**src/rtl/score_arbiter_if.sv**
```systemverilog
// score_arbiter_if: point inputs, digit-chain controls and score outputs of the arbiter
interface score_arbiter_if #(parameter int SCORE_W = 7);
  logic pt_a, pt_b, new_game;
  logic incr_a, incr_b, clear_out, game_over, winner;
  logic [SCORE_W-1:0] score_a, score_b;
  modport master (
    output pt_a, pt_b, new_game,
    input  incr_a, incr_b, clear_out, game_over, winner, score_a, score_b
  );
  modport slave (
    input  pt_a, pt_b, new_game,
    output incr_a, incr_b, clear_out, game_over, winner, score_a, score_b
  );
endinterface

```
**src/rtl/score_arbiter.sv**
```systemverilog
// score_arbiter: round-robin point arbiter with win detection and digit-chain clear sequencing
module score_arbiter #(
  parameter int WIN_SCORE = 21,
  parameter int SCORE_W   = 7
) (
  input logic          clk,
  input logic          reset,
  score_arbiter_if.slave bus
);
  typedef enum logic [1:0] {CLEAR, PLAY, OVER} state_t;
  state_t state;
  logic pt_a_d, pt_b_d, pending_a, pending_b, rr;
  logic incr_a, incr_b, clear_out, game_over, winner;
  logic [SCORE_W-1:0] score_a, score_b;
  logic edge_a, edge_b, grant_a, grant_b;
  logic [SCORE_W-1:0] next_a, next_b;
  assign edge_a  = bus.pt_a & ~pt_a_d;
  assign edge_b  = bus.pt_b & ~pt_b_d;
  // rr = 0 favours A when both are pending
  assign grant_a = pending_a & (~pending_b | ~rr);
  assign grant_b = pending_b & (~pending_a | rr);
  assign next_a  = score_a + 1'b1;
  assign next_b  = score_b + 1'b1;
  always_ff @(posedge clk or negedge reset) begin
    if (!reset) begin
      state     <= CLEAR;
      clear_out <= 1'b1;
      incr_a    <= 1'b0;
      incr_b    <= 1'b0;
      score_a   <= '0;
      score_b   <= '0;
      game_over <= 1'b0;
      winner    <= 1'b0;
      pending_a <= 1'b0;
      pending_b <= 1'b0;
      rr        <= 1'b0;
      pt_a_d    <= 1'b0;
      pt_b_d    <= 1'b0;
    end else begin
      pt_a_d    <= bus.pt_a;
      pt_b_d    <= bus.pt_b;
      incr_a    <= 1'b0;
      incr_b    <= 1'b0;
      clear_out <= 1'b0;
      case (state)
        CLEAR: begin
          score_a   <= '0;
          score_b   <= '0;
          pending_a <= 1'b0;
          pending_b <= 1'b0;
          rr        <= 1'b0;
          state     <= PLAY;
        end
        PLAY: begin
          if (bus.new_game) begin
            state     <= CLEAR;
            clear_out <= 1'b1;
            game_over <= 1'b0;
            pending_a <= 1'b0;
            pending_b <= 1'b0;
          end else begin
            pending_a <= (pending_a & ~grant_a) | edge_a;
            pending_b <= (pending_b & ~grant_b) | edge_b;
            if (pending_a & pending_b) rr <= grant_a;
            if (grant_a) begin
              incr_a  <= 1'b1;
              score_a <= next_a;
            end
            if (grant_b) begin
              incr_b  <= 1'b1;
              score_b <= next_b;
            end
            // the winning grant still pulses; any queued opponent point is dropped
            if ((grant_a && next_a == SCORE_W'(WIN_SCORE)) || (grant_b && next_b == SCORE_W'(WIN_SCORE))) begin
              state     <= OVER;
              game_over <= 1'b1;
              winner    <= grant_b;
              pending_a <= 1'b0;
              pending_b <= 1'b0;
            end
          end
        end
        default: begin
          pending_a <= 1'b0;
          pending_b <= 1'b0;
          if (bus.new_game) begin
            state     <= CLEAR;
            clear_out <= 1'b1;
            game_over <= 1'b0;
          end
        end
      endcase
    end
  end
  assign bus.incr_a    = incr_a;
  assign bus.incr_b    = incr_b;
  assign bus.clear_out = clear_out;
  assign bus.score_a   = score_a;
  assign bus.score_b   = score_b;
  assign bus.game_over = game_over;
  assign bus.winner    = winner;
endmodule

```
**src/flat_wrapper.sv**
```systemverilog
// flat-port wrapper written by rule: the top's interface ports become plain ports
module score_arbiter_flat 
#(
  parameter int WIN_SCORE = 21,
  parameter int SCORE_W   = 7
)
  (clk, reset, bus_pt_a, bus_pt_b, bus_new_game, bus_incr_a, bus_incr_b, bus_clear_out, bus_game_over, bus_winner, bus_score_a, bus_score_b);
  score_arbiter_if #(.SCORE_W(SCORE_W)) bus_i ();
  input logic clk;
  input logic reset;
  input wire logic [$bits(bus_i.pt_a)-1:0] bus_pt_a;
  input wire logic [$bits(bus_i.pt_b)-1:0] bus_pt_b;
  input wire logic [$bits(bus_i.new_game)-1:0] bus_new_game;
  output wire logic [$bits(bus_i.incr_a)-1:0] bus_incr_a;
  output wire logic [$bits(bus_i.incr_b)-1:0] bus_incr_b;
  output wire logic [$bits(bus_i.clear_out)-1:0] bus_clear_out;
  output wire logic [$bits(bus_i.game_over)-1:0] bus_game_over;
  output wire logic [$bits(bus_i.winner)-1:0] bus_winner;
  output wire logic [$bits(bus_i.score_a)-1:0] bus_score_a;
  output wire logic [$bits(bus_i.score_b)-1:0] bus_score_b;
  assign bus_i.pt_a = bus_pt_a;
  assign bus_i.pt_b = bus_pt_b;
  assign bus_i.new_game = bus_new_game;
  assign bus_incr_a = bus_i.incr_a;
  assign bus_incr_b = bus_i.incr_b;
  assign bus_clear_out = bus_i.clear_out;
  assign bus_game_over = bus_i.game_over;
  assign bus_winner = bus_i.winner;
  assign bus_score_a = bus_i.score_a;
  assign bus_score_b = bus_i.score_b;
  score_arbiter #(.WIN_SCORE(WIN_SCORE), .SCORE_W(SCORE_W)) u_core (.clk(clk), .reset(reset), .bus(bus_i));
endmodule
```
**config.mk**
```make
export PLATFORM = sky130hd
export DESIGN_NAME = score_arbiter_flat
export DESIGN_NICKNAME = d
export VERILOG_FILES = /design/src/rtl/score_arbiter_if.sv /design/src/rtl/score_arbiter.sv /design/src/flat_wrapper.sv
export SDC_FILE = /design/constraint.sdc
export NUM_CORES = 1
export LEC_CHECK = 0
export BUFFER_PORTS_ARGS = -buffer_cell sky130_fd_sc_hd__buf_2
export CORE_ASPECT_RATIO = 0.75
export CORE_MARGIN = 2
export CORE_UTILIZATION = 58
export DETAILED_ROUTE_END_ITERATION = 12
export PLACE_DENSITY = 0.82
export SYNTH_ARGS = -nofsm -noshare
export SYNTH_HDL_FRONTEND = slang
export SYNTH_SLANG_ARGS = --single-unit
```
**constraint.sdc**
```tcl
create_clock -name clk -period 4.3 [get_ports clk]
set_input_delay 0 -clock clk [delete_from_list [all_inputs] [get_ports clk]]
set_output_delay 0 -clock clk [all_outputs]
set_load 0.05 [all_outputs]
```
==> impl_results.md, run 1 <==
* Ranking of synthesized cells by area: dfrtp_1, o21ai_0, inv_1
* GRT Total Usage at 0.218
* IO Count at 24
* Clk slew on worst S/H paths at 130 ps
* CP endpoint kind: flop
* Status: complete, no violations
* Final Cycle Share at 0.484
* Layout area overhead at 17.4%
* Power per standard cell area at 349 nW/um2
* Post-Synth XOR/XNOR Area at 0.0259
* Top Registers: u_core.bus.score_a (7), u_core.bus.score_b (7), u_core.state (2)
* WP data arrival at 2310 ps
* Final min period at 2080 ps
* Initial DRC Count at 73
* Dpl cell area at 1490 um2
* Flop pwr share at 0.501
* CTS sink count at 26
* Nets@finish at 182
* Combinational Power Share at 0.202
* Post-synthesis sequential area ratio at 0.482
* Pleak at 0.793 nW
* Port buffer count at 23
* # hold bufs at CTS at 4
* Max Fclk at 480 MHz
* Layout Cell Area excl Fill at 1590 um2
* Worst hold path type: primary input to asynchronous set/reset pin
* # resized after CTS at 0
* Post-route core utilization at 0.704
* Largest family of logic cells by synthesized area: simple AND/OR/NAND/NOR gates
* Routed WL at 2.63 mm
* Die area at 2740 um2
* Clk buf depth at 2
* Multiplexer share of the synthesized area at 0.00741
* Ys Warns at 0
* H-tree depth at 1
* Post-CTS Setup Bufs at 0
* Crit-path cells: ha_1, xor2_1, or4_4, a211oi_4, o21ai_1, a31o_1
* Slew of the pin with the lowest slew margin at 557 ps
* Clock Latency Late Sink at 320 ps
* Core area at 2250 um2
* DRC viols at 0
* TritonCTS clock tree: yes
* Crit Path Category: flop to flop
* # diodes at 0
* Final setup fails at 0
* Pint at 388 uW
* Sw Ratio at 0.298
* Simple-gate share of the synthesized area at 0.202
* Depth of the worst register-to-register path at 6
* GRT overflow at 0
* WL/cell at 13.4 um
* R2r startpoint: u_core.bus.score_a[0]
* First-pass GRT wire length at 4.37 mm
* Synth Area in Compound Gates at 0.201
* Synthesized area per cell at 9.52 um2
* Yosys top cell area share at 0.463
* Vias in the first global route at 949
* MaxCap Viol Count at 0
* GP Congestion at 0.827
* Critical path fanouts, max at 7
* Worst setup SP type: flop
* Unrepaired setup endpoints after global routing: false
* CP bufs+invs at 0
* Worst r2r dst: u_core.state[0]
* Antenna violations before repair at 0
* DR vias at 1119
* Slowest-stage cell, CP: dfrtp_1
* Register bit total from synthesis at 26
* Worst R2R Setup Slack at 2220 ps
* Syn Nets at 151
* Clk pwr share at 0.297
* Skew final at 3.70 ps
* P_sw at 165 uW
* Cell accounting for the most synthesized area: dfrtp_1
* Slowest stage delay, CP at 500 ps
* TritonRoute pass-1 iters at 4
* Hold_ws at 179 ps
* Layout cells sized above 1 at 0.215
* Setup TNS at 0 ps
* Dpl hpwl at 1.95 mm
* Clk root buf: clkbuf_4
* Post-Syn Area at 1350 um2
* Crit path max-delay family: compound AO/OA/AOI/OAI gates
* Synthesized instance count at 142
* Hold Fails Final Rpt at 0
* WP data required at 4530 ps
* Post-synthesis cell type count at 39
* Max VDD drop at 216 uV
* Total power at 553 uW
* Num CTS Buffers at 3
* Die X at 59.7 um
* Via density at 5.68
* Adder-cell share of the synthesized area at 0.0370
* Die Ht at 45.8 um
* Slew Limit Fails at 0
* Antenna viol nets, final at 0
* Initial Util at 0.600
* Largest net degree at the start of global routing at 27
* Std cell rows at 15
* Slew headroom at 0.629
## area by class of cell
class,count,area (um2)
Sequential cell,26,652
Fill cell,183,666
Clock buffer,3,22.5
Multi-Input combinational cell,100,639
Inverter,15,56.3
Timing Repair Buffer,27,155
Tap cell,25,31.3
Clock inverter,1,30.0
## metrics by stage
step	cells	setup WS, ps
after floorplan	142	2060
after global routing	197	2160
final	197	2220
after global placement	189	2290
after CTS	197	2230
after detailed placement	189	2260
## power groups by stage
stage	Clock (mW)	Sequential (mW)	Combinational [mW]
6_report	0.165	0.277	0.112
5_1_grt	0.179	0.281	0.122
4_1_cts	0.169	0.277	0.111
3_5_place_dp	0	0.282	0.107
3_3_place_gp	0	0.280	0.105
2_1_floorplan	0	0.303	0.0533
## cell usage in the layout, fill, tap and decap left out, types with 2 or more instances in the layout
cell type,count
nor2b_1,2
a21oi_1,2
o21ai_1,4
a22o_1,2
nand4_1,4
nand2b_1,2
and3_1,4
nand3_1,7
inv_1,14
buf_2,23
nand2_1,11
ha_1,4
o31ai_1,2
dfrtp_1,25
o21ai_0,20
clkbuf_4,3
xnor2_1,2
dlygate4sd3_1,4
o22ai_1,2
xor2_1,2
nor2_1,12
## routing by layer
| layer | up-vias | share of wire | global-route usage |
|---|---|---|---|
| li1 | 560 | - | - |
| met2 | 37 | 0.42 | 0.315 |
| met5 | - | 0 | 0 |
| met1 | 520 | 0.51 | 0.330 |
| met4 | 0 | 0.0057 | 0.0533 |
| met3 | 2 | 0.062 | 0.0511 |
## logic make-up after synthesis
logic type	after synthesis
and+or+nand+nor	49
AOI/OAI and AO/OA	42
DFF	26
buffers and inverters	16
xor gates and xnor gates	4
adders and majority gates	4
muxes	1
## synth_stat cells (all sizes together)
cell     n
a211o    1
a211oi   3
a21boi   1
a21o     1
a21oi    2
a22o     2
a31o     1
a31oi    1
and2     1
and3     5
and4     1
clkbuf   1
dfrtp   25
dfstp    1
ha       4
inv     15
mux2i    1
nand2   12
nand2b   2
nand3    8
nand4    4
nor2    12
nor2b    2
nor3b    1
o21ai   25
o22ai    2
o31ai    2
o41ai    1
or4      1
xnor2    2
xor2     2
## worst max path at each step
stage,startpoint,to,slack (ps),cells after the start
floorplan,u_core.bus.score_a[0],u_core.state[0],2060,6
global placement,u_core.bus.score_a[0],u_core.state[0],2290,6
detailed placement,u_core.bus.score_a[0],u_core.state[0],2260,6
CTS,u_core.bus.score_a[0],u_core.state[0],2230,6
global route,u_core.bus.score_a[0],u_core.state[0],2160,6
finish,u_core.bus.score_a[0],u_core.state[0],2220,6
(Power assumes the default switching activity.)
==> run 2: changes to the inputs <==
ABC_AREA = 1   (was default)
CORE_UTILIZATION = 49   (was 58)
PLACE_DENSITY = 0.74   (was 0.82)
clock period = 1.7 ns   (was 4.3 ns; I/O delays follow)
==> run 2 against run 1 <==
  * Via count rose by 3.9%
  * Critical path type unchanged
  * Flip-flop and latch count did not move
  * Utilization fell by 8.5 points
  * Wire length rose by 3.9%
  * First-iteration DRC count rose by 5.5%
  * Global-route usage fell by 2.6 points
  * Combinational power rose to 2.7 times the previous value
  * Largest power group unchanged
  * Largest cell class unchanged
  * Worst hold slack improved by 6.5 ps
  * Highest routed layer unchanged
==> impl_results.md, run 2 <==
* Initial Util at 0.513 (-0.0870)
* Unrepaired setup endpoints after global routing: true
* GRT overflow at 0 (unchanged)
* Cell accounting for the most synthesized area: dfrtp_1
* GRT Total Usage at 0.192 (-0.0258)
* Clk root buf: clkbuf_4
* Most frequent cells in the layout: nand2_1, inv_1, buf_2, dfrtp_1, nand3_1
* Layout area overhead at 20.7%
* Antenna violations before repair at 0 (unchanged)
* Ranking of synthesized cells by area: dfrtp_1, nand2_1, inv_1
* Slowest stage delay, CP at 450 ps (-50 ps)
* Std cell rows at 16 (+1)
* Power per standard cell area at 806 nW/um2 (+130%)
* Antenna viol nets, final at 0 (unchanged)
* Total power at 1.30 mW (+130%)
* Die X at 64.3 um (+7.6%)
* WP depth at 11 (+5)
* Initial DRC Count at 77 (+5.5%)
* Main synth FF type: dfrtp_1
* Commonest non-fill, non-tap cell in the layout: nand2_1
* Post-Syn Area at 1340 um2 (-1.2%)
* Ys Warns at 0 (unchanged)
* Ys async rst share at 1.00 (unchanged)
* CP bufs+invs at 1 (+1)
* Final worst slack at 111 ps (-2110 ps)
* DR vias at 1163 (+3.9%)
* Hold Fails Final Rpt at 0 (unchanged)
* Yosys top cell area share at 0.469 (+0.00564)
* Num CTS Buffers at 3 (unchanged)
* Worst hold path type: primary input to asynchronous set/reset pin
* TritonRoute pass-1 iters at 4 (unchanged)
* H-tree depth at 1 (unchanged)
* Post-synth EDFFs at 0 (unchanged)
* Slew of the pin with the lowest slew margin at 578 ps (+20.5 ps)
* Worst setup SP type: flop
* Worst R2R Setup Slack at 110 ps (-2110 ps)
* Top Registers: u_core.bus.score_a (7), u_core.bus.score_b (7), u_core.state (2)
* Skew final at 11.2 ps (+7.49 ps)
* Register bit total from synthesis at 26 (unchanged)
* Most used cell, CP: nand2_2
* Dpl ws at 50.2 ps (-2210 ps)
* Crit-path cells: ha_2, nand2_2, inv_1, nor2_2, nand3_2, nor3_4, nand2_1, nand2_2, nand2_4, nand2_2, nand2_1
* Vias in the first global route at 1147 (+21%)
* CTS sink count at 26 (unchanged)
* Layout cells sized above 1 at 0.259 (+0.0436)
* DRC viols at 0 (unchanged)
* Max Fclk at 629 MHz (+31%)
* Critical path fanouts, max at 5 (-2)
* CP endpoint kind: flop
* # diodes at 0 (unchanged)
* WP data arrival at 1830 ps (-480 ps)
* Clk buf depth at 2 (unchanged)
* Slew Limit Fails at 0 (unchanged)
* Post-synthesis sequential area ratio at 0.488 (+0.00588)
* Synthesized area per cell at 7.85 um2 (-17%)
* Synth top cells by count: nand2_1, inv_1, dfrtp_1
* Post-synthesis cell type count at 21 (-46%)
* Depth of the worst register-to-register path at 11 (+5)
* Pleak at 0.839 nW (+5.8%)
* Core area at 2600 um2 (+16%)
* First-pass GRT wire length at 4.80 mm (+10%)
* Status: complete, no violations
* Via density at 4.91 (-14%)
* MaxCap Viol Count at 0 (unchanged)
* Largest net degree at the start of global routing at 27 (unchanged)
* Clock Latency Late Sink at 330 ps (about the same)
* Port buffer count at 23 (unchanged)
* Dpl hpwl at 2.03 mm (+4.0%)
* Slew headroom at 0.615 (-0.0137)
* Top-count cell post-synth: nand2_1
* Routed WL at 2.73 mm (+3.9%)
* IO Count at 24 (unchanged)
* TritonCTS clock tree: yes
* Die area at 3160 um2 (+16%)
* WL/cell at 11.5 um (-14%)
* Final Cycle Share at 0.935 (+0.451)
* Syn Nets at 179 (+19%)
* Max VDD drop at 640 uV (+200%)
* Nets@finish at 211 (+16%)
* Die Ht at 49.2 um (+7.4%)
* Final min period at 1590 ps (-493 ps)
* WP data required at 1940 ps (-2590 ps)
* Post-CTS Setup Bufs at 0 (unchanged)
* Crit Path Category: flop to flop
* Clk slew on worst S/H paths at 140 ps (about the same)
* Slowest-stage cell, CP: dfrtp_2
* Synthesized instance count at 170 (+20%)
* Final setup fails at 0 (unchanged)
* GP Congestion at 0.920 (+11%)
* Crit path max-delay family: simple AND/OR/NAND/NOR gates
-- run 2: cell types whose count changed in the layout (fill, tap and decap cells not counted), moves of 5 or more --
cell | before | now
nand3_1 | 7 | 17
nand2_1 | 11 | 46
inv_1 | 14 | 28
nand2_2 | 1 | 6
o21ai_0 | 20 | 9
-- run 2: per-stage QoR --
| step | area, um2 | hold WS (ps) | setup TNS [ps] | util | std cells |
|---|---|---|---|---|---|
| 6_report | 1610 | 186 | 0 | 0.619 | 237 |
| 5_1_grt | 1610 | 240 | -99.7 | 0.619 | 237 |
| 4_1_cts | 1590 | 208 | 0 | 0.611 | 237 |
| 3_5_place_dp | 1510 | 37.8 | 0 | 0.581 | 229 |
| 3_3_place_gp | 1510 | 28.4 | 0 | 0.581 | 229 |
| 2_1_floorplan | 1350 | -296 | 0 | - | 170 |
-- run 2: area by class of cell --
cell class,instances,area (um2)
fillers,241,991
multi-input cells,113,602
flip-flops and latches,26,657
well taps,36,45.0
clock buffers,4,36.3
inverters,31,116
repair buffers,27,155
-- run 2: kinds of logic (layout without fill, tap and decap cells) --
logic type / Yosys count / in the layout / share of synthesized area
flip-flops: 26 / 26 / 0.488
AO/OA/AOI/OAI: 21 / 21 / 0.0909
AND/OR/NAND/NOR: 87 / 87 / 0.290
XOR/XNOR: 1 / 1 / 0.00656
adder cells (fa/ha/maj): 4 / 4 / 0.0375
buffers and inverters: 31 / 62 / 0.0872
-- run 2: worst paths after layout --
check | start | end
min | reset | u_core.bus.score_b[4]
max reg2reg | u_core.bus.score_a[0] | u_core.bus.winner
min in group clk | bus_pt_b | u_core.pt_b_d
max in group asynchronous | reset | u_core.bus.score_a[0]
min reg2reg | u_core.bus.winner | u_core.bus.winner
max | u_core.bus.score_a[0] | u_core.bus.winner
-- run 2: timing repair --
action                                  4_1_cts  5_1_grt
hold buffers                                  4        0
resized for setup                             0        8
endpoints found under the setup margin        0        5
hold endpoints to repair                     31        0
-- run 2: worst register-to-register path, cell delays in order, from the launching register on --
cell	delay, ps
dfrtp_2	450
ha_2	220
nand2_2	90
inv_1	60
nor2_2	120
nand3_2	110
nor3_4	120
nand2_1	90
nand2_2	110
nand2_4	60
nand2_2	50
nand2_1	40
-- run 2: power breakdown --
part | total, mW | internal (mW) | leakage [nW] | switching [mW]
logic | 0.300 | 0.0644 | 0.473 | 0.235
registers | 0.686 | 0.659 | 0.345 | 0.0270
clock network | 0.314 | 0.131 | 0.0210 | 0.183
total | 1.30 | 0.855 | 0.839 | 0.445
-- run 2: layer usage --
layer	GRT usage	wire, um	share of wire	vias to the layer above
met3	0.0439	120	0.044	2
met1	0.258	1300	0.47	544
met2	0.319	1300	0.48	22
met4	0.0355	13	0.0048	0
met5	0	0	0	-
li1	-	-	-	595
==> run 3: changes to the inputs <==
GPL_TIMING_DRIVEN = 0   (was default)
SKIP_CTS_REPAIR_TIMING = 1   (was default)
==> run 3 against run 2 <==
  * Maximum frequency down 2.0%
  * Sequential share of layout area down 0.87 points
  * Via count up 0.69%
  * Worst hold slack better by 1.7 ps
  * Final area up 2.2%
  * Combinational power about the same
  * Flip-flop and latch count unchanged
  * Critical path depth unchanged
==> impl_results.md, run 3 (synthesized netlist as in run 2, its figures left out) <==
* GRT Total Usage at 0.184 (-0.00727)
* Hold Fails Final Rpt at 0 (unchanged)
* Pleak at 0.855 nW (+1.9%)
* Initial Util at 0.513 (unchanged)
* Routed WL at 2.68 mm (-1.9%)
* Post-route core utilization at 0.633 (+0.0135)
* Final setup fails at 0 (unchanged)
* Layout cells sized above 1 at 0.271 (+0.0122)
* Die Ht at 49.2 um (unchanged)
* TritonRoute pass-1 iters at 5 (+1)
* Max VDD drop at 669 uV (+4.6%)
* Area occupied by multi-input gates at 622 um2 (+3.3%)
* FILL cells at 228 (-5.4%)
* MaxCap Viol Count at 0 (unchanged)
* Final worst slack at 77.6 ps (-33.1 ps)
* Die area at 3160 um2 (unchanged)
* Largest net degree at the start of global routing at 27 (unchanged)
* WL/cell at 11.2 um (-2.7%)
* DRC viols at 0 (unchanged)
* Commonest non-fill, non-tap cell in the layout: nand2_1
* Clk slew on worst S/H paths at 130 ps (about the same)
* Port buffer count at 23 (unchanged)
* Sw Ratio at 0.336 (-0.00594)
* Core area at 2600 um2 (unchanged)
* GP Congestion at 0.893 (-2.9%)
* Slew Limit Fails at 0 (unchanged)
* Vias in the first global route at 1045 (-8.9%)
* Total power at 1.29 mW (-0.70%)
* Setup TNS at 0 ps (unchanged)
* TritonCTS clock tree: yes
* DR vias at 1171 (+0.69%)
* Skew final at 6.80 ps (-4.39 ps)
* Initial DRC Count at 53 (-31%)
* GRT overflow at 0 (unchanged)
* Depth of the worst register-to-register path at 11 (unchanged)
* Nets@finish at 213 (+0.95%)
* Final Cycle Share at 0.954 (+0.0195)
* Num CTS Buffers at 3 (unchanged)
* Placed cell count at 229 (unchanged)
* Max Fclk at 616 MHz (-2.0%)
* Slew headroom at 0.623 (+0.00830)
* Status: complete, no violations
* Clk buf depth at 2 (unchanged)
* # diodes at 0 (unchanged)
* Total area of sequential cells at 657 um2 (unchanged)
* Slew of the pin with the lowest slew margin at 565 ps (-12.5 ps)
* Flop pwr share at 0.534 (+0.006)
* Dpl cell area at 1510 um2 (unchanged)
* Dpl hpwl at 2.01 mm (-0.90%)
* First-pass GRT wire length at 4.54 mm (-5.5%)
* Clk pwr share at 0.235 (-0.007)
* Most frequent cells in the layout: nand2_1, inv_1, buf_2, dfrtp_1, nand3_1
* CP endpoint kind: flop
* R2r startpoint: u_core.bus.score_a[0]
* IO Count at 24 (unchanged)
* Worst setup SP type: flop
* Worst hold path type: primary input to asynchronous set/reset pin
* Via density at 4.90 (-0.15%)
* P_sw at 434 uW (-2.4%)
* Die X at 64.3 um (unchanged)
* Std cell rows at 16 (unchanged)
* Dpl ws at 1.76 ps (-48.4 ps)
* Clock Latency Late Sink at 320 ps (about the same)
* Combinational Power Share at 0.231 (about the same)
* Top Registers: u_core.bus.score_a (7), u_core.bus.score_b (7), u_core.state (2)
* WP data arrival at 1850 ps (+20 ps)
* Worst r2r dst: u_core.bus.winner
* Hold_ws at 188 ps (+1.67 ps)
* H-tree depth at 1 (unchanged)
* Antenna violations before repair at 0 (unchanged)
* Final min period at 1620 ps (+33.1 ps)
* Layout area overhead at 23.3%
* Layout Cell Area excl Fill at 1650 um2 (+2.2%)
* Critical path fanouts, max at 5 (unchanged)
* Pint at 856 uW (+0.19%)
* Worst R2R Setup Slack at 80 ps (-30 ps)
* Final cell count without fillers at 239 (+0.84%)
* WP data required at 1930 ps (about the same)
* CTS sink count at 26 (unchanged)
* Power per standard cell area at 784 nW/um2 (-2.8%)
* Antenna viol nets, final at 0 (unchanged)
* Crit Path Category: flop to flop
* Clk root buf: clkbuf_4
run 3: worst max path at each step:
| stage | cells after the start | to | from |
|---|---|---|---|
| 6_report | 11 | u_core.bus.winner | u_core.bus.score_a[0] |
| 5_1_grt | 11 | u_core.bus.winner | u_core.bus.score_a[0] |
| 4_1_cts | 9 | u_core.state[0] | u_core.bus.score_a[0] |
| 3_5_place_dp | 11 | u_core.bus.winner | u_core.bus.score_a[0] |
| 3_3_place_gp | 11 | u_core.bus.winner | u_core.bus.score_a[0] |
| 2_1_floorplan | 11 | u_core.bus.winner | u_core.bus.score_a[0] |
run 3: routing by layer:
layer / up-vias / track usage / routed length, um
li1: 600 / - / -
met1: 534 / 0.248 / 1220
met2: 31 / 0.311 / 1270
met3: 6 / 0.0416 / 167
met4: 0 / 0.0319 / 28
met5: - / 0 / 0
run 3: final cells by class:
type,instances,area share
inverter,31,0.0707
clock buffer,4,0.0220
timing repair buffer,29,0.103
sequential,26,0.399
tap,36,0.0274
multi-input combinational,113,0.378
run 3: critical path, cell delays in order (launching register included):
cell and delay [ps]:
dfrtp_2 470, ha_4 180, nand2_2 80, inv_1 70, nor2_2 140, nand3_2 120, nor3_4 140, nand2_2 110
nand2_4 90, nand2_4 60, nand2_2 60, nand2_1 40
run 3: power by group through the flow:
stage | Sequential (mW) | Clock, mW | Combinational, mW
6_report | 0.689 | 0.303 | 0.298
5_1_grt | 0.695 | 0.346 | 0.337
4_1_cts | 0.687 | 0.315 | 0.287
3_5_place_dp | 0.699 | 0 | 0.285
3_3_place_gp | 0.698 | 0 | 0.280
2_1_floorplan | 0.758 | 0 | 0.142
